**src/rtl/lockin_pkg.sv**
```systemverilog
// Shared types and constants for the lock-in I/Q demodulator.
package lockin_pkg;

    typedef enum logic [2:0] {
        IDLE,
        SETTLE,
        ACCUM,
        DRAIN,
        DONE
    } state_t;

    localparam int DEF_ADC_W = 14;
    localparam int DEF_NCO_W = 14;
    localparam int DEF_CNT_W = 24;
    localparam int DEF_ACC_W = DEF_ADC_W + DEF_NCO_W + DEF_CNT_W;

    // Saturation limits for a w-bit signed value (w <= 64), low w bits valid.
    function automatic logic [63:0] sat_max(input int w);
        return (64'd1 << (w - 1)) - 64'd1;
    endfunction

    function automatic logic [63:0] sat_min(input int w);
        return ~sat_max(w);
    endfunction

endpackage

```
**src/rtl/lockin_iq_demod_mac.sv**
```systemverilog
// One-channel 2-stage signed multiply-accumulate with clear and enable.
// Saturating accumulation when LOCKIN_SATURATE_EN is defined, wrap otherwise.
module lockin_iq_demod_mac
    import lockin_pkg::*;
#(
    parameter int A_W   = DEF_ADC_W,
    parameter int B_W   = DEF_NCO_W,
    parameter int ACC_W = DEF_ACC_W
) (
    input  logic                    clk,
    input  logic                    rst,
    input  logic                    clr,
    input  logic                    en,
    input  logic signed [A_W-1:0]   a,
    input  logic signed [B_W-1:0]   b,
    output logic signed [ACC_W-1:0] acc,
    output logic                    clip
);

    localparam int P_W = A_W + B_W;

    logic signed [P_W-1:0]   a_x;
    logic signed [P_W-1:0]   b_x;
    logic signed [P_W-1:0]   prod;
    logic                    vld;
    logic signed [ACC_W-1:0] nxt;

    assign a_x = P_W'(a);
    assign b_x = P_W'(b);

`ifdef LOCKIN_SATURATE_EN
    localparam int S_W = ACC_W + 1;
    localparam logic signed [ACC_W-1:0] MAX_V = ACC_W'(sat_max(ACC_W));
    localparam logic signed [ACC_W-1:0] MIN_V = ACC_W'(sat_min(ACC_W));

    logic signed [ACC_W:0] sum;
    logic                  hi;
    logic                  lo;

    // One guard bit: differing top two bits mean the add left the range.
    assign sum  = S_W'(acc) + S_W'(prod);
    assign hi   = ~sum[ACC_W] & sum[ACC_W-1];
    assign lo   = sum[ACC_W] & ~sum[ACC_W-1];
    assign nxt  = hi ? MAX_V : (lo ? MIN_V : sum[ACC_W-1:0]);
    assign clip = vld & (hi | lo);
`else
    assign nxt  = acc + ACC_W'(prod);
    assign clip = 1'b0;
`endif

    always_ff @(posedge clk or posedge rst) begin
        if (rst) begin
            prod <= '0;
            vld  <= 1'b0;
            acc  <= '0;
        end else if (clr) begin
            prod <= '0;
            vld  <= 1'b0;
            acc  <= '0;
        end else begin
            prod <= a_x * b_x;
            vld  <= en;
            if (vld) begin
                acc <= nxt;
            end
        end
    end

endmodule

```
**src/rtl/lockin_iq_demod.sv**
```systemverilog
// Lock-in I/Q demodulator: settle, accumulate adc*cos and adc*sin, report sums.
// Define LOCKIN_SATURATE_EN for saturating accumulators and a live overrange flag.
module lockin_iq_demod
    import lockin_pkg::*;
#(
    parameter int ADC_W = DEF_ADC_W,
    parameter int NCO_W = DEF_NCO_W,
    parameter int CNT_W = DEF_CNT_W,
    parameter int ACC_W = DEF_ACC_W
) (
    input  logic                    clk,
    input  logic                    reset,
    input  logic                    start,
    input  logic                    abort,
    input  logic [CNT_W-1:0]        n_samples,
    input  logic [CNT_W-1:0]        settle_cycles,
    input  logic signed [ADC_W-1:0] adc_i,
    input  logic                    adc_valid,
    input  logic signed [NCO_W-1:0] fsin_i,
    input  logic signed [NCO_W-1:0] fcos_i,
    input  logic                    nco_valid,
    output logic                    busy,
    output logic signed [ACC_W-1:0] i_acc_o,
    output logic signed [ACC_W-1:0] q_acc_o,
    output logic                    result_valid,
    output logic                    overrange
);

    localparam logic [CNT_W-1:0] ONE = CNT_W'(1);

    state_t                  state;
    state_t                  state_nx;
    logic [CNT_W-1:0]        cnt;
    logic [CNT_W-1:0]        n_lat;
    logic [CNT_W-1:0]        settle_lat;
    logic                    accept;
    logic                    go;
    logic                    clr;
    logic                    mac_en;
    logic                    cnt_inc;
    logic                    fin;
    logic                    clip_i;
    logic                    clip_q;
    logic signed [ACC_W-1:0] acc_i;
    logic signed [ACC_W-1:0] acc_q;

    assign accept = adc_valid & nco_valid;
    assign go     = (state == IDLE) & start & ~abort;
    assign busy   = (state != IDLE);

    always_comb begin
        state_nx = state;
        clr      = 1'b0;
        mac_en   = 1'b0;
        cnt_inc  = 1'b0;
        unique case (state)
            IDLE: begin
                if (go) begin
                    clr = 1'b1;
                    if (n_samples == '0) begin
                        state_nx = DONE;
                    end else if (settle_cycles == '0) begin
                        state_nx = ACCUM;
                    end else begin
                        state_nx = SETTLE;
                    end
                end
            end
            SETTLE: begin
                cnt_inc = accept;
                if (accept && cnt == settle_lat - ONE) begin
                    state_nx = ACCUM;
                end
            end
            ACCUM: begin
                cnt_inc = accept;
                mac_en  = accept;
                if (accept && cnt == n_lat - ONE) begin
                    state_nx = DRAIN;
                end
            end
            DRAIN: begin
                cnt_inc = 1'b1;
                if (cnt == ONE) begin
                    state_nx = DONE;
                end
            end
            DONE: begin
                state_nx = IDLE;
            end
            default: begin
                state_nx = IDLE;
            end
        endcase
        if (abort && state != IDLE) begin
            state_nx = IDLE;
            clr      = 1'b1;
            mac_en   = 1'b0;
        end
    end

    // fin adds the extra edge between DONE and the visible result.
    always_ff @(posedge clk or posedge reset) begin
        if (reset) begin
            state        <= IDLE;
            cnt          <= '0;
            n_lat        <= '0;
            settle_lat   <= '0;
            fin          <= 1'b0;
            result_valid <= 1'b0;
            i_acc_o      <= '0;
            q_acc_o      <= '0;
            overrange    <= 1'b0;
        end else begin
            state <= state_nx;
            if (state_nx != state) begin
                cnt <= '0;
            end else begin
                cnt <= cnt + {{(CNT_W-1){1'b0}}, cnt_inc};
            end
            if (go) begin
                n_lat      <= n_samples;
                settle_lat <= settle_cycles;
            end
            fin          <= (state == DONE) & ~abort;
            result_valid <= fin;
            if (fin) begin
                i_acc_o <= acc_i;
                q_acc_o <= acc_q;
            end
            if (go) begin
                overrange <= 1'b0;
            end else if (clip_i | clip_q) begin
                overrange <= 1'b1;
            end
        end
    end

    lockin_iq_demod_mac #(
        .A_W   (ADC_W),
        .B_W   (NCO_W),
        .ACC_W (ACC_W)
    ) u_mac_i (
        .clk  (clk),
        .rst  (reset),
        .clr  (clr),
        .en   (mac_en),
        .a    (adc_i),
        .b    (fcos_i),
        .acc  (acc_i),
        .clip (clip_i)
    );

    lockin_iq_demod_mac #(
        .A_W   (ADC_W),
        .B_W   (NCO_W),
        .ACC_W (ACC_W)
    ) u_mac_q (
        .clk  (clk),
        .rst  (reset),
        .clr  (clr),
        .en   (mac_en),
        .a    (adc_i),
        .b    (fsin_i),
        .acc  (acc_q),
        .clip (clip_q)
    );

endmodule

```
**config.mk**
```make
export PLATFORM = sky130hd
export DESIGN_NAME = lockin_iq_demod
export DESIGN_NICKNAME = d
export VERILOG_FILES = /design/src/rtl/lockin_pkg.sv /design/src/rtl/lockin_iq_demod_mac.sv /design/src/rtl/lockin_iq_demod.sv
export SDC_FILE = /design/constraint.sdc
export NUM_CORES = 2
export LEC_CHECK = 0
export ABC_AREA = 1
export CAP_MARGIN = 0
export CORE_MARGIN = 2
export CORE_UTILIZATION = 40
export CTS_CLUSTER_SIZE = 30
export DETAILED_ROUTE_END_ITERATION = 10
export SLEW_MARGIN = 25
export SYNTH_ARGS = -nofsm -noshare
export SYNTH_HDL_FRONTEND = slang
export SYNTH_SLANG_ARGS = --single-unit
```
**constraint.sdc**
```tcl
create_clock -name clk -period 15.16 [get_ports clk]
set_clock_uncertainty 0.05 [all_clocks]
set_input_delay 4.548 -clock clk [delete_from_list [all_inputs] [get_ports clk]]
set_output_delay 4.548 -clock clk [all_outputs]
set_load 0.02 [all_outputs]
```
==> impl_metrics.xml <==
<?xml version="1.0" encoding="UTF-8"?>
<metrics>
  <group name="pwr">
    <metric name="cellLeakagePower" unit="uW">0.0217</metric>
    <metric name="pwr-share-clk" unit="%">11.1</metric>
    <metric name="vdd_ir_drop_max" unit="V">0.000251</metric>
    <metric name="share_comb_of_total_power" unit="%">74.1</metric>
    <metric name="power.net_switching" unit="uW">4420</metric>
    <metric name="intPower" unit="uW">4040</metric>
    <metric name="switching_share" unit="%">52.2</metric>
    <metric name="seq_power_share" unit="%">14.8</metric>
    <metric name="power_density" unit="mW/mm^2">206</metric>
  </group>
  <group name="timing">
    <metric name="slew_viol_final" unit="">0</metric>
    <metric name="fin_tns_setup" unit="ns">0</metric>
    <metric name="rsz0062_at_grt" unit="">false</metric>
    <metric name="fin_crit" unit="ns">10.46</metric>
    <metric name="timing_hold_violations_final" unit="">0</metric>
    <metric name="finalCritPeriodShare" unit="%">69.0</metric>
    <metric name="maxSlewHeadroom" unit="%">38.7</metric>
    <metric name="finalSetupViolCount" unit="">0</metric>
    <metric name="tightestPinTransition" unit="ns">0.919</metric>
    <metric name="timing.fmax" unit="MHz">95.6</metric>
  </group>
  <group name="setup_path">
    <metric name="worst-endpoint-arrival" unit="ns">10.83</metric>
    <metric name="cp.required" unit="ns">15.54</metric>
    <metric name="worst-setup-path-type" unit="">in -&gt; reg</metric>
    <metric name="timing.reg2reg.setup_slack" unit="ns">10.62</metric>
    <metric name="type_of_destination_of_the_critical_path" unit="">flip-flop</metric>
    <metric name="cp-start-kind" unit="">input port</metric>
    <metric name="critPathMaxFanout" unit="">14</metric>
  </group>
  <group name="yosys">
    <metric name="yosys.area.top_type_share" unit="%">23.4</metric>
    <metric name="postSynthNetCount" unit="">5471</metric>
    <metric name="synth.distinct_cells" unit="">55</metric>
    <metric name="ys_ff_latch" unit="">342</metric>
    <metric name="post_synth_main_area_contributors" unit="">dfrtp_1 (23%), fa_1 (21%), inv_1 (11%), nand2_1 (10%), ha_1 (8.2%)</metric>
    <metric name="portion_of_the_post_synthesis_area_used_by_sequential_elements" unit="%">23.4</metric>
    <metric name="count_of_flip_flops_with_a_built_in_enable_after_synthesis" unit="">0</metric>
    <metric name="netlist_area" unit="sq mm">0.0366</metric>
    <metric name="yosys_warnings" unit="">0</metric>
    <metric name="synthFlopType" unit="">dfrtp_1</metric>
    <metric name="asyncSetResetFlopFracSynth" unit="%">100</metric>
    <metric name="netlist.top_cell.by_area" unit="">dfrtp_1</metric>
    <metric name="mapped_cells" unit="">4743</metric>
    <metric name="syn_area_per_cell" unit="sq um">7.71</metric>
  </group>
  <group name="global_routing">
    <metric name="track_usage" unit="%">20.6</metric>
    <metric name="first_global_vias" unit="">30343</metric>
    <metric name="grt_antenna_before_repair" unit="">3</metric>
    <metric name="total_grt_overflow" unit="">0</metric>
    <metric name="grt_first_pass_wirelength" unit="um">158000</metric>
    <metric name="grt_max_degree" unit="">84</metric>
  </group>
  <group name="detailed_routing">
    <metric name="routed_wl" unit="um">94900</metric>
    <metric name="first_iter_violations" unit="">1914</metric>
    <metric name="vias_per_cell" unit="">4.97</metric>
    <metric name="drtPass1Iterations" unit="">6</metric>
    <metric name="num_vias" unit="">30201</metric>
    <metric name="final_antenna_net_count" unit="">0</metric>
    <metric name="post_drt_wl_per_cell" unit="um">15.6</metric>
    <metric name="route.detailed.drc" unit="">0</metric>
  </group>
  <group name="clock_network">
    <metric name="cts_tree" unit="">yes</metric>
    <metric name="postCtsResizedCells" unit="">0</metric>
    <metric name="post_cts_buffers" unit="">0</metric>
    <metric name="clock_tree.root_cell" unit="">clkbuf_16</metric>
    <metric name="post_cts_hold_buffer_count" unit="">0</metric>
    <metric name="insertion_delay" unit="ns">0.56</metric>
    <metric name="clock_sinks" unit="">342</metric>
    <metric name="clk_transition_reported_paths" unit="ns">0.06</metric>
    <metric name="number_of_h_tree_levels" unit="">2</metric>
    <metric name="cts_buf_count" unit="">39</metric>
    <metric name="clock_tree.buffer_depth" unit="">3</metric>
  </group>
  <group name="layout">
    <metric name="final_cell_mix" unit="">inv_1 (1,026), nand2_1 (1,013), fa_1 (392)</metric>
    <metric name="sequential_cell_area" unit="sq mm">0.00856</metric>
    <metric name="final_core_util" unit="%">45.4</metric>
    <metric name="layout_cells_sized_above_1" unit="%">4.23</metric>
    <metric name="areaGrowthSynthToFinish" unit="%">12.0</metric>
    <metric name="multi_input_comb_area" unit="sq mm">0.0236</metric>
    <metric name="fillerInstances" unit="">9098</metric>
    <metric name="layout_commonest_cell" unit="">inv_1</metric>
    <metric name="nets" unit="">5600</metric>
  </group>
  <group name="placed_design">
    <metric name="gpl.final_weighted_congestion" unit="">0.928</metric>
    <metric name="dp_hpwl" unit="um">75800</metric>
    <metric name="placement.io_buffers" unit="">201</metric>
  </group>
  <group name="hold_path">
    <metric name="min-delay-path-class" unit="">reg -&gt; reg</metric>
  </group>
  <group name="floorplan">
    <metric name="die_area" unit="sq mm">0.0939</metric>
    <metric name="row_count" unit="">110</metric>
    <metric name="chipHeight" unit="um">306</metric>
    <metric name="design.portCount" unit="">203</metric>
    <metric name="initial_core_util" unit="%">40.5</metric>
    <metric name="die_w" unit="um">306</metric>
    <metric name="floorplan.core_area" unit="sq mm">0.0903</metric>
  </group>
  <group name="flow_run">
    <metric name="timing.max_cap.violations" unit="">0</metric>
  </group>
  <group name="outcome">
    <metric name="run_status" unit="">finished clean</metric>
  </group>
</metrics>
==> through the flow <==
| stage | power [uW] | setup WS (ns) | hold WS [ns] | cells | instance area (sq um) |
|---|---|---|---|---|---|
| global placement | 7400 | 4.17 | 0.436 | 6007 | 39700 |
| finish | 8450 | 4.70 | 0.451 | 6073 | 41000 |
| detailed placement | 7480 | 4.13 | 0.444 | 6007 | 39700 |
| global route | 9520 | 4.23 | 0.473 | 6073 | 41000 |
| floorplan | 5980 | 1.08 | 0.302 | 4743 | 36600 |
| CTS | 8480 | 4.72 | 0.456 | 6072 | 41000 |
==> registers in the layout (all words and copies together) (netlist names) <==
| register | cells |
|---|---|
| result_valid | 1 |
| u_mac_q.vld | 1 |
| u_mac_i.acc | 52 |
| cnt | 24 |
| fin | 1 |
| u_mac_i.prod | 28 |
| i_acc_o | 52 |
| q_acc_o | 52 |
| settle_lat | 24 |
| u_mac_q.prod | 28 |
| u_mac_q.acc | 52 |
| n_lat | 24 |
| state | 3 |
==> power groups by stage <==
stage                     combinational (uW)  clock (uW)  sequential [uW]
after global routing                    7240        1010             1270
after CTS                               6260         971             1250
after detailed placement                6220           0             1260
after global placement                  6140           0             1260
after floorplan                         4770           0             1220
final                                   6260         939             1250
==> cell type report <==
cell class / count / area share (%)
sequential: 342 / 20.9
antenna: 1 / 0.00611
clock inverter: 7 / 0.189
clock buffer: 58 / 2.90
timing repair buffer: 227 / 5.36
tap: 1176 / 3.59
inverter: 1033 / 9.48
multi-input combinational: 3229 / 57.6
==> cells by family after synthesis <==
| family | Yosys count | share of synthesized area [%] |
|---|---|---|
| fa+ha+maj | 632 | 29.7 |
| flops | 342 | 23.4 |
| simple gates | 1712 | 19.6 |
| other cells | 1 | 0.0102 |
| mux | 47 | 1.45 |
| xor+xnor | 122 | 3.11 |
| buf+inv | 1172 | 12.2 |
| compound gates | 715 | 10.6 |
==> worst paths after layout <==
check / endpoint / cells past startpoint / from
max: u_mac_i.prod[25] / 19 / fcos_i[2]
min: i_acc_o[11] / 1 / i_acc_o[11]
max reg2reg: u_mac_q.acc[7] / 15 / state[0]
min reg2reg: i_acc_o[11] / 1 / i_acc_o[11]
max in group asynchronous: fin / 4 / reset
min in group asynchronous: q_acc_o[30] / 2 / reset
==> cells in the mapped netlist, types with 35 or more instances <==
cell      number
a21oi_1      295
a31oi_1       45
clkbuf_1     115
dfrtp_1      342
fa_1         392
ha_1         240
inv_1       1027
mux2_2        47
nand2_1     1014
nand3_1      134
nand4_1       36
nor2_1       387
nor3_1        35
o21ai_0      260
xnor2_1       38
xor2_1        79
==> metal layers <==
layer / track usage (%) / vias up / share of wire [%]
li1: - / 14944 / -
met3: 2.00 / 84 / 4.3
met1: 30.5 / 14539 / 49
met5: 0 / - / 0.024
met2: 32.9 / 630 / 45
met4: 3.93 / 4 / 1.4
==> critical path, stage by stage <==
cell and delay [ns]:
clkdlybuf4s50_1 0.96, nand2_1 0.26, fa_1 0.56, fa_1 0.77, inv_1 0.15, fa_1 0.48
fa_1 0.50, fa_1 0.50, inv_1 0.05, fa_1 0.50, inv_1 0.04, ha_1 0.35
a21oi_1 0.24, o21ai_0 0.11, a21oi_1 0.20, o21bai_1 0.15, a31o_2 0.24, o21ai_0 0.15
a21oi_1 0.06
Power figures use the tool's default switching activity.
